[config.mk]
export PLATFORM = sky130hd
export DESIGN_NAME = core_mem_arbiter
export DESIGN_NICKNAME = d
export VERILOG_FILES = /design/src/rtl/core_mem_arb_pkg.sv /design/src/rtl/rr_arbiter2.sv /design/src/rtl/core_mem_arbiter.sv
export SDC_FILE = /design/constraint.sdc
export NUM_CORES = 1
export LEC_CHECK = 0
export BUFFER_PORTS_ARGS = -buffer_cell sky130_fd_sc_hd__buf_2
export CORE_ASPECT_RATIO = 0.6
export CORE_UTILIZATION = 46
export DETAILED_ROUTE_END_ITERATION = 10
export GPL_TIMING_DRIVEN = 0
export PLACE_DENSITY = 0.81
export SETUP_SLACK_MARGIN = 0.15
export SYNTH_ARGS = -nofsm -noshare
export SYNTH_HDL_FRONTEND = slang
export SYNTH_SLANG_ARGS = --single-unit
[constraint.sdc]
create_clock -name clk_core -period 1.7 [get_ports clk_core]
set_input_delay 0.34 -clock clk_core [delete_from_list [all_inputs] [get_ports clk_core]]
set_output_delay 0.34 -clock clk_core [all_outputs]
set_load 0.1 [all_outputs]
[src/rtl/core_mem_arb_pkg.sv]
// core_mem_arbiter shared types: FSM states and requester IDs.
// Imported by the arbiter top and its round-robin picker.
package core_mem_arb_pkg;

  typedef enum logic [1:0] {
    ARB_IDLE = 2'd0,
    ARB_BUS  = 2'd1,
    ARB_RESP = 2'd2
  } arb_state_t;

  typedef enum logic {
    PORT_INSTR = 1'b0,
    PORT_DATA  = 1'b1
  } arb_port_t;

endpackage

[src/rtl/rr_arbiter2.sv]
// 2-way round-robin picker; bit 0 = instr, bit 1 = data.
// Purely combinational, one-hot (or zero) grant.
module rr_arbiter2
  import core_mem_arb_pkg::*;
(
  input  logic [1:0] req,
  input  arb_port_t  last_grant,
  output logic [1:0] gnt
);

  always_comb begin
    gnt = 2'b00;
    unique case (1'b1)
      (req == 2'b11):
        gnt = (last_grant == PORT_INSTR) ? 2'b10 : 2'b01;
      (req == 2'b01): gnt = 2'b01;
      (req == 2'b10): gnt = 2'b10;
      default:        gnt = 2'b00;
    endcase
  end

endmodule

[src/rtl/core_mem_arbiter.sv]
// Shares one Wishbone port between instr/data OBI requesters.
// Define ARB_TIMEOUT_EN to enable the bus-wait timeout.
module core_mem_arbiter
  import core_mem_arb_pkg::*;
#(
  parameter int ADDR_WIDTH     = 32,
  parameter int DATA_WIDTH     = 32,
  parameter int TIMEOUT_CYCLES = 256
) (
  input  logic                    clk_core,
  input  logic                    rst_core,
  input  logic                    instr_req_i,
  input  logic                    instr_we_i,
  input  logic [ADDR_WIDTH-1:0]   instr_addr_i,
  input  logic [DATA_WIDTH-1:0]   instr_wdata_i,
  input  logic [DATA_WIDTH/8-1:0] instr_be_i,
  output logic                    instr_gnt_o,
  output logic                    instr_rvalid_o,
  output logic                    instr_err_o,
  output logic [DATA_WIDTH-1:0]   instr_rdata_o,
  input  logic                    data_req_i,
  input  logic                    data_we_i,
  input  logic [ADDR_WIDTH-1:0]   data_addr_i,
  input  logic [DATA_WIDTH-1:0]   data_wdata_i,
  input  logic [DATA_WIDTH/8-1:0] data_be_i,
  output logic                    data_gnt_o,
  output logic                    data_rvalid_o,
  output logic                    data_err_o,
  output logic [DATA_WIDTH-1:0]   data_rdata_o,
  output logic                    core_cyc,
  output logic                    core_stb,
  output logic                    core_we,
  output logic [DATA_WIDTH/8-1:0] core_wstrb,
  output logic [ADDR_WIDTH-1:0]   core_addr,
  output logic [DATA_WIDTH-1:0]   core_data_out,
  input  logic [DATA_WIDTH-1:0]   core_data_in,
  input  logic                    core_ack
);

  localparam int BW = DATA_WIDTH / 8;

  if (TIMEOUT_CYCLES < 1) begin : g_to_chk
    $error("TIMEOUT_CYCLES must be >= 1");
  end

  arb_state_t            state;
  arb_port_t             owner;
  arb_port_t             last_grant;
  logic [1:0]            req;
  logic [1:0]            arb_gnt;
  logic [1:0]            gnt;
  logic                  pick_d;
  logic [ADDR_WIDTH-1:0] addr_q;
  logic [DATA_WIDTH-1:0] wdata_q;
  logic [DATA_WIDTH-1:0] rdata_i_q;
  logic [DATA_WIDTH-1:0] rdata_d_q;
  logic [DATA_WIDTH-1:0] rsp;
  logic [BW-1:0]         be_q;
  logic                  we_q;
  logic                  cyc_q;
  logic                  rv_i_q;
  logic                  rv_d_q;

  assign req = {data_req_i, instr_req_i};

  rr_arbiter2 u_rr (
    .req        (req),
    .last_grant (last_grant),
    .gnt        (arb_gnt)
  );

  // Grants only exist while idle; nothing else reaches gnt.
  assign gnt    = (state == ARB_IDLE) ? arb_gnt : 2'b00;
  assign pick_d = gnt[1];

  assign instr_gnt_o = gnt[0];
  assign data_gnt_o  = gnt[1];

  assign rsp = we_q ? '0 : core_data_in;

`ifdef ARB_TIMEOUT_EN
  localparam int CW = $clog2(TIMEOUT_CYCLES + 1);
  localparam logic [CW-1:0] TO_LIM = CW'(TIMEOUT_CYCLES);

  logic [CW-1:0] cnt;
  logic [CW-1:0] cnt_nxt;
  logic          err_q;

  assign cnt_nxt = cnt + CW'(1);
`endif

  always_ff @(posedge clk_core) begin
    if (rst_core) begin
      state      <= ARB_IDLE;
      owner      <= PORT_INSTR;
      last_grant <= PORT_INSTR;
      addr_q     <= '0;
      wdata_q    <= '0;
      be_q       <= '0;
      we_q       <= 1'b0;
      cyc_q      <= 1'b0;
      rv_i_q     <= 1'b0;
      rv_d_q     <= 1'b0;
      rdata_i_q  <= '0;
      rdata_d_q  <= '0;
`ifdef ARB_TIMEOUT_EN
      cnt        <= '0;
      err_q      <= 1'b0;
`endif
    end else begin
      unique case (state)
        ARB_IDLE: begin
          if (|gnt) begin
            owner      <= pick_d ? PORT_DATA : PORT_INSTR;
            last_grant <= pick_d ? PORT_DATA : PORT_INSTR;
            addr_q     <= pick_d ? data_addr_i  : instr_addr_i;
            wdata_q    <= pick_d ? data_wdata_i : instr_wdata_i;
            be_q       <= pick_d ? data_be_i    : instr_be_i;
            we_q       <= pick_d ? data_we_i    : instr_we_i;
            cyc_q      <= 1'b1;
            state      <= ARB_BUS;
`ifdef ARB_TIMEOUT_EN
            cnt        <= '0;
`endif
          end
        end
        ARB_BUS: begin
          if (core_ack) begin
            cyc_q <= 1'b0;
            state <= ARB_RESP;
            if (owner == PORT_DATA) begin
              rdata_d_q <= rsp;
              rv_d_q    <= 1'b1;
            end else begin
              rdata_i_q <= rsp;
              rv_i_q    <= 1'b1;
            end
`ifdef ARB_TIMEOUT_EN
            err_q <= 1'b0;
          end else if (cnt_nxt == TO_LIM) begin
            // Abandon the cycle; a later ack lands outside BUS.
            cyc_q <= 1'b0;
            state <= ARB_RESP;
            err_q <= 1'b1;
            if (owner == PORT_DATA) begin
              rdata_d_q <= '0;
              rv_d_q    <= 1'b1;
            end else begin
              rdata_i_q <= '0;
              rv_i_q    <= 1'b1;
            end
          end else begin
            cnt <= cnt_nxt;
`endif
          end
        end
        ARB_RESP: begin
          rv_i_q <= 1'b0;
          rv_d_q <= 1'b0;
          state  <= ARB_IDLE;
`ifdef ARB_TIMEOUT_EN
          err_q  <= 1'b0;
`endif
        end
        default: state <= ARB_IDLE;
      endcase
    end
  end

  assign core_cyc      = cyc_q;
  assign core_stb      = cyc_q;
  assign core_we       = we_q;
  assign core_wstrb    = be_q;
  assign core_addr     = addr_q;
  assign core_data_out = wdata_q;

  assign instr_rvalid_o = rv_i_q;
  assign data_rvalid_o  = rv_d_q;
  assign instr_rdata_o  = rdata_i_q;
  assign data_rdata_o   = rdata_d_q;

`ifdef ARB_TIMEOUT_EN
  assign instr_err_o = rv_i_q & err_q;
  assign data_err_o  = rv_d_q & err_q;
`else
  assign instr_err_o = 1'b0;
  assign data_err_o  = 1'b0;
`endif

endmodule

==> flow_metrics.env <==
export IMPL_use_met1_pct=43.1
export IMPL_regArea_um2=2790
export IMPL_grt_pass1_vias=6654
export IMPL_drc_errors=0
export IMPL_period_minus_slack_ns=1.91
export IMPL_grt_max_degree=17
export IMPL_dp_slack_ns=-0.333
export IMPL_setup_slack_ns=-0.208
export IMPL_routedWlPerCell_um=17.8
export IMPL_yosysUniqueCellTypes=30
export IMPL_drt_iter0_drc=632
export IMPL_leakage_nw=3.83
export IMPL_irDropWorstVdd_mv=0.708
export IMPL_hold_viol=0
export IMPL_antenna_found_initial=3
export IMPL_regToRegSetupSlack_ns=-0.10
export IMPL_vias_per_cell=5.77
export IMPL_synth_top_family_by_area="compound AO/OA/AOI/OAI gates"
export IMPL_arrival_ns=1.57
export IMPL_crit_chain="buf_6 -> a211o_4 -> buf_8 -> nor2_4 -> buf_12"
export IMPL_h_tree_depth=4
export IMPL_ys_seq_area_share_pct=45.1
export IMPL_n_fill_cell=1112
export IMPL_synth_fa_ha_area_share_pct=0
export IMPL_place_gp_congestion=0.949
export IMPL_tightest_slew_ns=0.715
export IMPL_fmax_mhz=524
export IMPL_clock_latency_ns=0.41
export IMPL_clk_path_buf_depth=2
export IMPL_r2r_start="state[0]$_SDFFE_PP0P_"
export IMPL_synth_mux_area_share_pct=0
export IMPL_violations="negative setup slack"
export IMPL_drive_gt1_share_pct=38.3
export IMPL_io_buffers=311
export IMPL_crit_fanout=4
export IMPL_synthXorXnorAreaFrac_pct=0
export IMPL_grt_usage_pct=31.9
export IMPL_syn_cell_area_um2=6160
export IMPL_syn_inst=765
export IMPL_endpoint_kind="output pin"
export IMPL_use_met3_pct=7.86
export IMPL_crit_slowest_cell="a211o_4"
export IMPL_synth_largest_area_cell="dfxtp_1"
export IMPL_max_cap_violations=0
export IMPL_cts_tree="built"
export IMPL_wl_mm=22.9
export IMPL_dieArea_um2=13900
export IMPL_outcome="finished, violations left"
export IMPL_clock_sinks=139
export IMPL_grt_busiest_layer="met2"
export IMPL_syn_avg_cell_area_um2=8.06
export IMPL_die_y_um=91.7
export IMPL_hold_end="core_data_out[3]$_SDFFE_PP0P_"
export IMPL_coreArea_um2=13000
export IMPL_io_pin_count=316
export IMPL_cp_required_ns=1.36
export IMPL_yosys_area_share_simple_pct=19.9
export IMPL_grt_pass1_wl_mm=34.4
export IMPL_synth_seq_cells=139
export IMPL_drv_slew=0
export IMPL_criticalPathCategory="reg -> out"
export IMPL_num_vias=7426
export IMPL_ant_nets=0
export IMPL_dp_hpwl_mm=17.0
export IMPL_post_route_period_util_pct=112
export IMPL_ctsRootBufferMaster="clkbuf_16"
export IMPL_yosysTopAreaCellShare_pct=45.1
export IMPL_grt_setup_unrepaired="yes"
export IMPL_clk_pin_slew_ns=0.06
export IMPL_setup_viol=29
export IMPL_die_w_um=151
export IMPL_slew_headroom_pct=52.4
export IMPL_rows=32
export IMPL_synthTopCellsByArea="dfxtp_1, a21oi_1, a311oi_1"
export IMPL_syn2layout_area_growth_pct=46.2
export IMPL_finalClockSkew_ns=0.0140
export IMPL_finalCoreUtilization_pct=69.5
export IMPL_yosys_warnings=0
export IMPL_cts_made_buffers=17
export IMPL_grtUsageMet2_pct=49.7
export IMPL_worstHoldStart="instr_wdata_i[3]"
export IMPL_synth_compound_area_share_pct=28.0
export IMPL_hp_class="in -> reg"
export IMPL_powerDensity_nw_per_um2=1290
export IMPL_grt_overflow=0
export IMPL_reg2reg_to="core_addr[25]$_SDFFE_PP0P_"
export IMPL_r2r_cells=6
export IMPL_initial_core_util_pct=47.5
export IMPL_cpPeakStageDelay_ns=0.32
export IMPL_whs_path_depth=3
export IMPL_first_pass_iters=6
export IMPL_start_kind="flop"
export IMPL_multi_input_area_um2=3030
export IMPL_fin_setup_tns_ns=-1.21
export IMPL_cts_hold_buffers=0
export IMPL_fin_nets=1276
[cell usage after synthesis (all sizes together)]
master / count
a211o: 1
nor3: 1
a21oi: 137
buf: 23
and4b: 1
a21boi: 1
nand4bb: 1
nand4b: 1
nand2b: 1
nand3b: 1
and2: 1
dfxtp: 139
nor2: 5
inv: 1
nor4bb: 1
or3b: 1
a311oi: 69
clkbuf: 75
conb: 1
o21ai: 70
nand2: 131
nand4: 69
o21ba: 1
nor2b: 32
or2: 1
[metal layers]
layer | vias to the layer above | wire [um] | part of all wire (%)
li1 | 3476 | - | -
met1 | 3460 | 9860 | 43
met2 | 441 | 10200 | 45
met3 | 49 | 2330 | 10
met4 | 0 | 512 | 2.2
met5 | - | 0 | 0
[layout by cell type, fill, tap and decap left out, drive strengths merged]
master / instances
nand3b: 1
nor2: 5
nand4: 69
and2: 1
nor2b: 32
o21ba: 1
or2: 1
a311oi: 69
diode: 3
clkinv: 3
nand2b: 1
a211o: 1
nand4b: 1
o21ai: 70
nand2: 131
bufinv: 5
nand4bb: 1
clkbuf: 117
a21boi: 1
or3b: 1
dfxtp: 139
nor3: 1
buf: 315
inv: 7
and4b: 1
nor4bb: 1
conb: 2
a21oi: 137
[power breakdown]
| group | internal (mW) | switching [mW] |
|---|---|---|
| sequential | 3.52 | 0.150 |
| clock | 2.65 | 1.55 |
| combinational | 0.847 | 2.88 |
[how the worst max path moves through the flow]
stage	from	end	slack, ns
after floorplan	data_req_i	instr_gnt_o	-0.17
after global placement	state[1]$_SDFFE_PP0P_	core_we$_SDFFE_PP0P_	-0.33
after detailed placement	instr_req_i	data_gnt_o	-0.33
after CTS	state[1]$_SDFFE_PP0P_	data_gnt_o	-0.24
after global routing	state[1]$_SDFFE_PP0P_	data_gnt_o	-0.26
final	state[1]$_SDFFE_PP0P_	data_gnt_o	-0.21
[layout make-up]
class                   instances  share of cell area [%]
repair buffers                316                    19.2
clock buffers                  18                    4.76
inverters                       1                  0.0972
flip-flops and latches        139                    30.9
clock inverters                14                    2.57
multi-input cells             528                    33.7
plain buffers                  98                    6.32
diodes                          3                  0.0833
well taps                     170                    2.36
[critical path: cells and delay by family (launching register included)]
kind | cells | cell delay, ns
buffers and inverters | 3 | 0.43
AND/OR/NAND/NOR | 1 | 0.11
AO/OA/AOI/OAI | 1 | 0.32
flip-flops | 1 | 0.31
[cell families after synthesis]
| family | count (synthesis) |
|---|---|
| flops | 139 |
| simple gates | 247 |
| other cells | 1 |
| buf+inv | 99 |
| compound gates | 279 |
[sequential cells by signal, summed over array words and instances (netlist names), 2 cells and up]
name / flops
core_addr: 32
data_rdata_o: 32
instr_rdata_o: 32
core_data_out: 32
state: 2
core_wstrb: 4
[timing repair]
item,CTS,global route
buffers inserted,5,0
hold endpoints to repair,0,0
gates resized for setup,60,67
endpoints found under the setup margin,147,186
cloned,0,0
pin swaps,2,2
[through the flow]
step / power (mW) / std cells / hold WS, ns / instance area (um^2)
detailed placement: 7.30 / 1247 / 0.443 / 8020
global placement: 7.28 / 1247 / 0.440 / 8020
global route: 12.0 / 1286 / 0.213 / 9010
floorplan: 6.53 / 766 / 0.504 / 6250
CTS: 11.5 / 1284 / 0.203 / 8860
finish: 11.6 / 1287 / 0.208 / 9010
(Power assumes the default switching activity.)
